$ cat config.mk
export PLATFORM = sky130hd
export DESIGN_NAME = vregfile_wbqueue
export DESIGN_NICKNAME = d
export VERILOG_FILES = /design/src/rtl/vregfile_wbqueue_pkg.sv /design/src/rtl/vregfile_wbq_fifo.sv /design/src/rtl/vregfile_wbqueue.sv
export SDC_FILE = /design/constraint.sdc
export NUM_CORES = 1
export LEC_CHECK = 0
export ABC_AREA = 1
export CAP_MARGIN = 10
export CORE_MARGIN = 3
export CORE_UTILIZATION = 25
export DETAILED_ROUTE_END_ITERATION = 6
export GPL_ROUTABILITY_DRIVEN = 0
export GPL_TIMING_DRIVEN = 0
export PLACE_DENSITY = 0.51
export SLEW_MARGIN = 5
export SYNTH_ARGS = -nofsm -noshare
export SYNTH_HDL_FRONTEND = slang
export SYNTH_SLANG_ARGS = --single-unit
$ cat constraint.sdc
create_clock -name clk -period 6.7 [get_ports clk]
set_input_delay 1.34 -clock clk [delete_from_list [all_inputs] [get_ports clk]]
set_output_delay 1.34 -clock clk [all_outputs]
set_load 0.02 [all_outputs]
$ cat src/rtl/vregfile_wbqueue_pkg.sv
// Shared write-back definitions: default geometry, producer IDs and the queued entry layout.
// Also used by the lane write-back muxes that feed producer 0.
package vregfile_wbqueue_pkg;

  localparam int WBQ_WIDTH       = 32;
  localparam int WBQ_NUMREGS     = 16;
  localparam int WBQ_LOG2NUMREGS = 4;
  localparam int WBQ_DEPTH       = 4;
  localparam int WBQ_LOG2DEPTH   = 2;

  localparam logic WBQ_P0 = 1'b0;
  localparam logic WBQ_P1 = 1'b1;

  typedef struct packed {
    logic [WBQ_LOG2NUMREGS-1:0] dst;
    logic [WBQ_WIDTH-1:0]       data;
  } wbq_entry_t;

endpackage

$ cat src/rtl/vregfile_wbq_fifo.sv
// In-order write-back storage: circular buffer with pointers and occupancy count.
// VREGFILE_WBQ_BYPASS_EN adds a youngest-match tag search over occupied entries.
module vregfile_wbq_fifo
  import vregfile_wbqueue_pkg::*;
#(
  parameter int WIDTH       = WBQ_WIDTH,
  parameter int LOG2NUMREGS = WBQ_LOG2NUMREGS,
  parameter int DEPTH       = WBQ_DEPTH,
  parameter int LOG2DEPTH   = WBQ_LOG2DEPTH
) (
  input  logic                   clk,
  input  logic                   resetn,
  input  logic                   push,
  input  logic [LOG2NUMREGS-1:0] push_reg,
  input  logic [WIDTH-1:0]       push_data,
  input  logic                   pop,
  output logic [LOG2NUMREGS-1:0] head_reg,
  output logic [WIDTH-1:0]       head_data,
`ifdef VREGFILE_WBQ_BYPASS_EN
  input  logic [LOG2NUMREGS-1:0] rd_reg,
  output logic                   rd_hit,
  output logic [WIDTH-1:0]       rd_data,
`endif
  output logic [LOG2DEPTH:0]     count
);

  logic [LOG2NUMREGS-1:0] tag_q  [DEPTH];
  logic [WIDTH-1:0]       data_q [DEPTH];
  logic [LOG2DEPTH-1:0]   rd_ptr, wr_ptr;
  logic [LOG2DEPTH:0]     count_q;

  always_ff @(posedge clk or negedge resetn) begin
    if (!resetn) begin
      rd_ptr  <= '0;
      wr_ptr  <= '0;
      count_q <= '0;
    end else begin
      if (push) wr_ptr <= wr_ptr + 1'b1;
      if (pop)  rd_ptr <= rd_ptr + 1'b1;
      count_q <= count_q + {{LOG2DEPTH{1'b0}}, push} - {{LOG2DEPTH{1'b0}}, pop};
    end
  end

  // Storage carries no reset; occupancy alone decides what is live.
  always_ff @(posedge clk) begin
    if (push) begin
      tag_q[wr_ptr]  <= push_reg;
      data_q[wr_ptr] <= push_data;
    end
  end

  assign head_reg  = tag_q[rd_ptr];
  assign head_data = data_q[rd_ptr];
  assign count     = count_q;

`ifdef VREGFILE_WBQ_BYPASS_EN
  // Walk oldest to youngest so the last match wins; this cycle's push is not yet occupied.
  always_comb begin
    logic [LOG2DEPTH-1:0] idx;
    rd_hit  = 1'b0;
    rd_data = '0;
    idx     = '0;
    for (int i = 0; i < DEPTH; i++) begin
      idx = rd_ptr + LOG2DEPTH'(i);
      if (((LOG2DEPTH+1)'(i) < count_q) && (tag_q[idx] == rd_reg)) begin
        rd_hit  = 1'b1;
        rd_data = data_q[idx];
      end
    end
  end
`endif

endmodule

$ cat src/rtl/vregfile_wbqueue.sv
// Write-back queue in front of the vector register file write port: round-robin between
// ALU (p0) and memory (p1) producers, in-order drain. VREGFILE_WBQ_BYPASS_EN adds rd_reg/rd_hit/rd_data.
module vregfile_wbqueue
  import vregfile_wbqueue_pkg::*;
#(
  parameter int WIDTH       = WBQ_WIDTH,
  parameter int NUMREGS     = WBQ_NUMREGS,
  parameter int LOG2NUMREGS = WBQ_LOG2NUMREGS,
  parameter int DEPTH       = WBQ_DEPTH,
  parameter int LOG2DEPTH   = WBQ_LOG2DEPTH
) (
  input  logic                   clk,
  input  logic                   resetn,
  input  logic                   p0_valid,
  input  logic [LOG2NUMREGS-1:0] p0_reg,
  input  logic [WIDTH-1:0]       p0_data,
  output logic                   p0_ready,
  input  logic                   p1_valid,
  input  logic [LOG2NUMREGS-1:0] p1_reg,
  input  logic [WIDTH-1:0]       p1_data,
  output logic                   p1_ready,
  input  logic                   wr_stall,
  output logic [LOG2NUMREGS-1:0] c_reg,
  output logic [WIDTH-1:0]       c_writedatain,
  output logic                   c_we,
`ifdef VREGFILE_WBQ_BYPASS_EN
  input  logic [LOG2NUMREGS-1:0] rd_reg,
  output logic                   rd_hit,
  output logic [WIDTH-1:0]       rd_data,
`endif
  output logic [LOG2DEPTH:0]     count
);

  logic                   last_grant;
  logic                   grant_p0, grant_p1;
  logic                   pop, space, push;
  logic [LOG2NUMREGS-1:0] push_reg;
  logic [WIDTH-1:0]       push_data;

  assign pop   = resetn && (count != '0) && !wr_stall;
  assign space = (count < (LOG2DEPTH+1)'(DEPTH)) || pop;

  // On a tie the producer that did not win last time is served, so neither starves.
  assign grant_p0 = p0_valid && (!p1_valid || (last_grant == WBQ_P1));
  assign grant_p1 = p1_valid && (!p0_valid || (last_grant == WBQ_P0));

  assign p0_ready = resetn && space && grant_p0;
  assign p1_ready = resetn && space && grant_p1;

  assign push      = (p0_valid && p0_ready) || (p1_valid && p1_ready);
  assign push_reg  = p1_ready ? p1_reg  : p0_reg;
  assign push_data = p1_ready ? p1_data : p0_data;

  always_ff @(posedge clk or negedge resetn) begin
    if (!resetn)                    last_grant <= WBQ_P1;
    else if (p0_valid && p0_ready)  last_grant <= WBQ_P0;
    else if (p1_valid && p1_ready)  last_grant <= WBQ_P1;
  end

  vregfile_wbq_fifo #(
    .WIDTH      (WIDTH),
    .LOG2NUMREGS(LOG2NUMREGS),
    .DEPTH      (DEPTH),
    .LOG2DEPTH  (LOG2DEPTH)
  ) u_fifo (
    .clk      (clk),
    .resetn   (resetn),
    .push     (push),
    .push_reg (push_reg),
    .push_data(push_data),
    .pop      (pop),
    .head_reg (c_reg),
    .head_data(c_writedatain),
`ifdef VREGFILE_WBQ_BYPASS_EN
    .rd_reg   (rd_reg),
    .rd_hit   (rd_hit),
    .rd_data  (rd_data),
`endif
    .count    (count)
  );

  assign c_we = pop;

endmodule

==> flow_summary.yaml <==
setup_path:
  crit_fanout: 10
  cpLargestDelayFamily: "buffers and inverters"
  cp.required_ps: 5360
  crit_path_top_delay_cell: "sky130_fd_sc_hd__clkdlybuf4s50_1"
  cp_cell_sequence: "clkdlybuf4s50_1, inv_1, a21oi_4, nand2_4, inv_6, buf_6, clkdlybuf4s50_1"
  rr_startpoint: "u_fifo.count[2]"
  timing_startpoint_of_the_critical_path: "resetn"
  critical_path.max_stage_delay_ps: 730
  crit_type: "input pin to output pin"
  endpoint_kind: "output pin"
  timing.critical_path.from_type: "input pin"
  critPathMostFrequentCell: "sky130_fd_sc_hd__clkdlybuf4s50_1"
  cp.buffers_inverters: 5
  worstPathArrival_ps: 3530
cts:
  clock_tree_from_tritoncts: "built"
  cts_num_sinks: 152
  clock_latency_ps: 410
  resized_cells_post_cts: 0
  cts_hold_buf: 0
  buffers_inserted_during_post_cts_setup_optimization: 0
  root_buffer: "sky130_fd_sc_hd__clkbuf_16"
  cts_max_level: 4
  cts_made_buffers: 17
  cts.reportedPaths.clkPinSlew_ps: 60
  cts_buffer_depth: 2
worst_hold_path:
  hp-class: "flop to flop"
  min-delay-start: "u_fifo.count[1]"
yosys:
  synth_most_common_cell: "sky130_fd_sc_hd__edfxtp_1"
  synth_area_per_cell_um2: 12.2
  netlist.area_leader.share_pct: 68.2
  synth_ff_type: "sky130_fd_sc_hd__edfxtp_1"
  synth-edff-count: 144
  yosysSeqAreaShare_pct: 71.4
  asyncSetResetFlopFracSynth_pct: 5.26
  synth-seq-cells: 152
  yosysTopAreaCell: "sky130_fd_sc_hd__edfxtp_1"
  synth_top_cells_by_area: "sky130_fd_sc_hd__edfxtp_1 68%, sky130_fd_sc_hd__nand2_1 7.0%, sky130_fd_sc_hd__nor2_1 4.4%"
  mappedNetlistNets: 605
  synthesis.yosys.warnings: 0
  yosys.cell_types.count: 29
  synth.cells.most_frequent: "144 x sky130_fd_sc_hd__edfxtp_1, 118 x sky130_fd_sc_hd__nand2_1, 74 x sky130_fd_sc_hd__nor2_1"
  synthesis.instances: 521
  netlist_area_um2: 6340
finish:
  nets: 746
  layout.core_utilization_pct: 35.2
  flow.area_growth_from_synthesis_pct: 36.6
  share_of_cells_above_drive_strength_1_pct: 9.52
  fillers: 2424
  insertedDiodeCount: 0
power_and_ir_drop:
  vdd_ir_drop_max_mv: 0.178
  cellLeakagePower_nw: 3.12
  power-per-cell-area_nw_per_um2: 435
  seqPwrFrac_pct: 33.5
  power.net_switching_mw: 1.31
  power.combinational.fraction_pct: 41.0
  pwr-share-clk_pct: 25.4
  post-layout-total-power_mw: 3.77
  internal-power_mw: 2.46
  power.share.switching_pct: 34.8
flow_run:
  max_cap_violations: 0
global_routing:
  vias_in_the_first_global_route: 4254
  global_route_wire_length_before_repair_um: 25100
  grt-ovfl-total: 0
  gr-usage-all-layers_pct: 12.6
  grt_start_max_net_pins: 22
  antenna_violations_before_repair: 0
sta:
  rsz_0062_raised_after_global_routing: "no"
  slew_headroom_pct: 45.6
  timing.fmax_ghz: 0.205
  period_minus_slack_ps: 4870
  timing_worst_slew_pin_value_ps: 814
  final_min_period_over_clock_period_pct: 72.8
  tns_ps: 0
  layout_setup_ws_ps: 1830
  timing.final.hold_violations: 0
  setup_viol: 0
  slew_limit_fails: 0
  skew_ps: 8.07
floorplan:
  start_util_pct: 25.8
  die_area_um2: 27300
  floorplan.die.height_um: 165
  die_w_um: 165
  pin_count: 119
  design.core.area_um2: 24600
  rows: 57
placement:
  numPortBuffers: 118
  place.detailed.hpwl_um: 11100
  post-place-ws_ps: 1750
drt:
  detail_route.wl_per_cell_um: 16.5
  ant_nets: 0
  detailedRoute.firstPassIterationCount: 4
  wl_um: 16400
  drtIter0Drc: 233
  drt-vias-per-instance: 4.24
  drcViolationCount: 0
  routed-via-count: 4220
run_status:
  result_of_the_run: "completed"
-- power by group through the flow --
stage          Clock (mW)  Combinational [mW]  Sequential, mW
2_1_floorplan           0               0.838            1.30
3_3_place_gp            0                1.55            1.31
3_5_place_dp            0                1.60            1.28
4_1_cts             0.982                1.60            1.27
5_1_grt              1.02                1.70            1.28
6_report            0.958                1.55            1.26
-- final timing paths --
| check | end | slack, ps | cells past startpoint |
|---|---|---|---|
| min | u_fifo.count[2] | 520 | 1 |
| min reg2reg | u_fifo.count[2] | 520 | 1 |
| max in group asynchronous | last_grant | 5150 | 1 |
| min in group asynchronous | u_fifo.wr_ptr[0] | 1230 | 1 |
| max | p1_ready | 1830 | 7 |
| max reg2reg | u_fifo.data_q[3][28] | 4460 | 5 |
-- layout by cell type (no fill, tap or decap), types with 3 or more instances in the layout --
cell type,n
sky130_fd_sc_hd__edfxtp_1,144
sky130_fd_sc_hd__nand2_1,118
sky130_fd_sc_hd__clkdlybuf4s50_1,118
sky130_fd_sc_hd__nor2_1,74
sky130_fd_sc_hd__o21ai_0,49
sky130_fd_sc_hd__o22ai_1,36
sky130_fd_sc_hd__o21ai_1,24
sky130_fd_sc_hd__clkbuf_16,17
sky130_fd_sc_hd__inv_1,13
sky130_fd_sc_hd__buf_6,12
sky130_fd_sc_hd__buf_2,10
sky130_fd_sc_hd__dfrtp_1,7
sky130_fd_sc_hd__clkbuf_1,6
sky130_fd_sc_hd__ha_1,6
sky130_fd_sc_hd__clkinv_1,5
sky130_fd_sc_hd__a21boi_4,4
sky130_fd_sc_hd__bufinv_16,4
sky130_fd_sc_hd__nand3_1,3
sky130_fd_sc_hd__buf_16,3
-- flip-flops by register name, summed over array words and instances (netlist names) --
name and cells:
u_fifo.tag_q 16, u_fifo.rd_ptr 2, last_grant 1, u_fifo.wr_ptr 2, u_fifo.count 3, u_fifo.data_q 128
-- cells by family (layout without fill, tap and decap cells) --
| group | Yosys count | count (layout) | share of synthesized area (%) |
|---|---|---|---|
| simple gates | 197 | 197 | 11.9 |
| flops | 152 | 152 | 71.4 |
| compound gates | 116 | 116 | 10.3 |
| buf+inv | 46 | 197 | 4.52 |
| fa+ha+maj | 7 | 7 | 1.50 |
| xor+xnor | 3 | 3 | 0.415 |
-- layer usage --
metal  global-route usage, %  vias up  routed length, µm
li1                        -     2130                  -
met1                    15.9     1995               7280
met2                    20.9       91               8190
met3                    3.72        4                913
met4                    3.66        0                 59
met5                       0        -                  0
-- through the flow --
| stage | instances | hold WS [ps] | cell area [µm²] |
|---|---|---|---|
| 2_1_floorplan | 521 | 526 | 6340 |
| 4_1_cts | 996 | 516 | 8660 |
| 3_5_place_dp | 967 | 496 | 8070 |
| 6_report | 996 | 520 | 8660 |
| 3_3_place_gp | 963 | 513 | 7920 |
| 5_1_grt | 996 | 531 | 8660 |
-- final cells by class --
class,instances,area (µm²),share of cell area (%)
multi-input cells,323,1570,18.1
flip-flops and latches,152,4530,52.3
clock inverters,11,158,1.82
clock buffers,18,429,4.96
plain buffers,30,221,2.56
repair buffers,122,1280,14.8
inverters,16,65.1,0.751
well taps,324,405,4.68
(Power assumes the default switching activity.)
